File: config.mk
export PLATFORM = sky130hd
export DESIGN_NAME = sequential_multiplier
export DESIGN_NICKNAME = d
export VERILOG_FILES = /design/src/rtl/synth_pkg.sv /design/src/rtl/sequential_multiplier.sv
export SDC_FILE = /design/constraint.sdc
export NUM_CORES = 1
export LEC_CHECK = 0
export ABC_AREA = 1
export ABC_CLOCK_PERIOD_IN_PS = 2830
export CAP_MARGIN = 20
export CORE_UTILIZATION = 59
export CTS_BUF_LIST = sky130_fd_sc_hd__clkbuf_16
export DETAILED_ROUTE_END_ITERATION = 6
export PLACE_DENSITY = 0.81
export SLEW_MARGIN = 20
export SYNTH_ARGS = -nofsm -noshare
export SYNTH_HDL_FRONTEND = slang
export SYNTH_SLANG_ARGS = --single-unit
File: constraint.sdc
create_clock -name clk -period 2.83 [get_ports clk]
set_clock_uncertainty 0.1 [all_clocks]
set_input_delay 0.849 -clock clk [delete_from_list [all_inputs] [get_ports clk]]
set_output_delay 0.849 -clock clk [all_outputs]
set_load 0.03 [all_outputs]
File: src/rtl/synth_pkg.sv
// Shared widths, FSM state type and reference period for the oscillator phase path.
package synth_pkg;

  localparam int PERIOD_W = 16;
  localparam int FRAC_W   = 8;

  typedef enum logic [0:0] {IDLE, MULT} mul_state_t;

  localparam logic [PERIOD_W-1:0] A4_PERIOD = 16'd22727;

endpackage

File: src/rtl/sequential_multiplier.sv
// Phase-to-count converter: count_out = floor(q_in * divider / 2^FRAC_W),
// computed shift-and-add, one multiplier bit per clock.
module sequential_multiplier
  import synth_pkg::*;
(
  input  logic                clk,
  input  logic                nrst,
  input  logic                start,
  input  logic [PERIOD_W-1:0] divider,
  input  logic [FRAC_W-1:0]   q_in,
  output logic [PERIOD_W-1:0] count_out,
  output logic                busy,
  output logic                done
);

  localparam int ACC_W = PERIOD_W + FRAC_W;
  localparam int SEL_W = $clog2(FRAC_W);
  localparam int IDX_W = SEL_W + 1;

  mul_state_t          state_q;
  logic [PERIOD_W-1:0] divider_q;
  logic [FRAC_W-1:0]   q_q;
  logic [ACC_W-1:0]    acc_q;
  logic [ACC_W-1:0]    acc_d;
  logic [ACC_W-1:0]    addend_d;
  logic [IDX_W-1:0]    bit_idx_q;
  logic [SEL_W-1:0]    sel_d;

  // 24-bit accumulator holds 255 * 65535 without overflow; the result is the top PERIOD_W bits.
  always_comb begin
    sel_d    = bit_idx_q[SEL_W-1:0];
    addend_d = '0;
    if (q_q[sel_d]) begin
      addend_d = {{FRAC_W{1'b0}}, divider_q} << sel_d;
    end
    acc_d = acc_q + addend_d;
  end

  always_ff @(posedge clk or negedge nrst) begin
    if (!nrst) begin
      state_q   <= IDLE;
      divider_q <= '0;
      q_q       <= '0;
      acc_q     <= '0;
      bit_idx_q <= '0;
      count_out <= '0;
      busy      <= 1'b0;
      done      <= 1'b0;
    end else begin
      done <= 1'b0;
      case (state_q)
        IDLE: begin
          if (start) begin
            divider_q <= divider;
            q_q       <= q_in;
            acc_q     <= '0;
            bit_idx_q <= '0;
            busy      <= 1'b1;
            state_q   <= MULT;
          end
        end
        MULT: begin
          acc_q     <= acc_d;
          bit_idx_q <= bit_idx_q + IDX_W'(1);
          if (bit_idx_q == IDX_W'(FRAC_W - 1)) begin
            count_out <= acc_d[ACC_W-1:FRAC_W];
            done      <= 1'b1;
            busy      <= 1'b0;
            state_q   <= IDLE;
          end
        end
        default: state_q <= IDLE;
      endcase
    end
  end

endmodule

==> flow_summary.ini <==
[routing]
dr_total_vias = 5548
routed_wl_um = 16400
drt_first_pass_iters = 5
drt-initial-drc-count = 528
drc = 0
viasPerCell = 5.86
ant_nets = 0
wl_per_cell_um = 17.3

[clock_tree]
clk_pin_slew_ns = 0.07
htreeDepth = 3
clock_latency_ns = 0.35
cts_tree = built
cts_buffers = 9
clockBufferDepth = 2
cts_root_buf = clkbuf_16
cts_num_sinks = 71

[global_route]
grt_use_met1 = 0.356
grt_max_degree = 30
grt_pass1_wl_um = 21800
met3_usage = 0.0604
first_global_vias = 4992
track_usage = 0.320
top_usage_layer = met2
antenna_found_initial = 0
grt_remaining_overflow = 0
grt_use_met2 = 0.571

[layout]
final_nets = 888
area_delta_synth_final_pct = 35.1
finish.utilization = 0.827
final_cell_count_no_fill = 946
stdcell_area_um2 = 6830
n_antenna_cell = 0
drive_gt1_frac = 0.259

[floorplan]
io_pins = 45
rows = 33
start_util = 0.612
die-height_um = 94.6
die_x_um = 94.6
coreArea_um2 = 8260
dieArea_um2 = 8940

[timing]
hold_viol_final = 0
rsz0062_at_grt = yes
post-route-period-util = 1.02
maxSlewHeadroom = 0.587
setup_violations = 2
tightest_slew_ns = 0.618
setup_ws_ns = -0.0569
whs_ns = 0.371
max_freq_mhz = 346
slew_viol_final = 0
period_minus_slack_ns = 2.89

[worst_setup_path]
startpoint_type = flip-flop
cp_max_fo = 10
crit_path_end_kind = flip-flop
required_ns = 2.96
critPathArrivalTime_ns = 3.02
path_class = flip-flop to flip-flop

[yosys]
yosysWarnings = 0
ys_seq_area_frac = 0.351
synth_cell_type_count = 34
synthCells = 757
synth_area_per_cell_um2 = 6.68
netlist_area_um2 = 5060
synth_seq_cells = 71
syn_nets = 809

[placement]
dp.cells = 919
dp_hpwl_um = 10200
portBuffers = 44
gp_congestion = 1.00
dpl_cell_area_um2 = 5790

[outcome]
violations = negative setup slack
status = finished with violations

[hold_path]
hold_class = input pin to async pin

[flow_run]
cap_violations = 0
-- Yosys cell counts --
cell	instances	area, µm²
a21oi_1	17	85.1
a22o_1	1	8.76
a32o_1	1	10.0
and2_1	1	6.26
buf_1	2	7.51
buf_2	7	35.0
buf_4	5	37.5
buf_6	1	11.3
clkbuf_1	6	22.5
clkinv_1	2	7.51
dfrtp_1	71	1780
fa_1	1	20.0
ha_1	24	300
inv_1	96	360
inv_2	6	22.5
mux2_1	3	33.8
mux2_2	19	214
mux2i_1	2	20.0
nand2_1	290	1090
nand2_2	1	6.26
nand3_1	52	260
nand3b_1	8	60.1
nand4_1	6	37.5
nor2_1	68	255
nor2_2	2	12.5
nor3_1	9	45.0
nor3_4	1	16.3
o21ai_0	20	100
o21ai_1	25	125
o22ai_1	3	18.8
or2_1	3	18.8
or2_2	1	6.26
xnor2_1	1	8.76
xor2_1	2	17.5
-- cell type report --
cell class                      count  area, µm²
Clock buffer                        9        225
Timing Repair Buffer               88        817
Multi-Input combinational cell    562       3420
Inverter                          104        393
Fill cell                         500       1430
Sequential cell                    71       1780
Tap cell                          105        131
Clock inverter                      7       63.8
-- layer usage --
metal | up-vias | wire (µm)
li1 | 2541 | -
met1 | 2597 | 5980
met2 | 315 | 8330
met3 | 95 | 1160
met4 | 0 | 898
met5 | - | 0
-- critical path: stages, from the launching register on --
cell	delay, ns
dfrtp_2	0.49
inv_4	0.11
buf_4	0.17
nand2_1	0.06
nand2_1	0.09
inv_1	0.05
nand2_1	0.08
o21ai_2	0.07
nor2_1	0.12
o21ai_1	0.08
inv_1	0.12
ha_4	0.24
nand2_1	0.08
nand2_1	0.08
inv_1	0.08
nand2_2	0.07
inv_1	0.08
nand3_2	0.13
or2_1	0.26
nand3_2	0.13
nand2_1	0.08
-- per-stage QoR --
stage / worst slack [ns] / setup TNS, ns
floorplan: 0.232 / 0
detailed placement: -0.147 / -0.504
CTS: -0.0374 / -0.212
finish: -0.0569 / -0.0626
global placement: -0.0672 / -0.102
global route: -0.156 / -2.73
-- placed cells by master, fill, tap and decap left out, types with 9 or more instances in the layout --
cell,n
inv_2,12
nand2_2,30
a21oi_1,11
o21ai_2,13
nand2_1,252
dfrtp_1,70
inv_1,89
nor2_2,19
clkdlybuf4s50_1,43
buf_4,38
nand3_1,44
mux2_2,19
clkbuf_16,10
nor2_1,46
nand2_4,10
ha_4,18
o21ai_0,9
o21ai_1,23
-- state kept, by name, summed over array words and instances, names as in the netlist --
| name | count |
|---|---|
| q_q | 8 |
| state_q | 1 |
| bit_idx_q | 4 |
| busy | 1 |
| acc_q | 24 |
| count_out | 16 |
| done | 1 |
| divider_q | 16 |
-- logic make-up after synthesis --
| group | Yosys count | synth area share |
|---|---|---|
| xor+xnor | 3 | 0.00520 |
| fa+ha+maj | 25 | 0.0634 |
| buf+inv | 125 | 0.0997 |
| simple gates | 442 | 0.359 |
| compound gates | 67 | 0.0688 |
| flops | 71 | 0.351 |
| mux | 24 | 0.0530 |
-- timing repair --
item / CTS / global route
gates resized for setup: 8 / 155
setup endpoints to repair: 21 / 35
setup buffers: 0 / 8
hold buffers: 0 / 0
cloned: 0 / 3
pin swaps: 1 / 47
-- path summary, 6_finish.rpt --
path / startpoint / end / slack, ns / cells after the start
min reg2reg: busy / busy / 0.38 / 2
min in group clk: busy / busy / 0.38 / 2
max in group asynchronous: nrst / divider_q[12] / 1.51 / 3
max reg2reg: bit_idx_q[0] / count_out[1] / -0.06 / 20
max: bit_idx_q[0] / count_out[1] / -0.06 / 20
min: nrst / acc_q[8] / 0.37 / 1
Power is not shown: default switching activity piles up to over one toggle a cycle in this logic, so the estimate is an artifact.
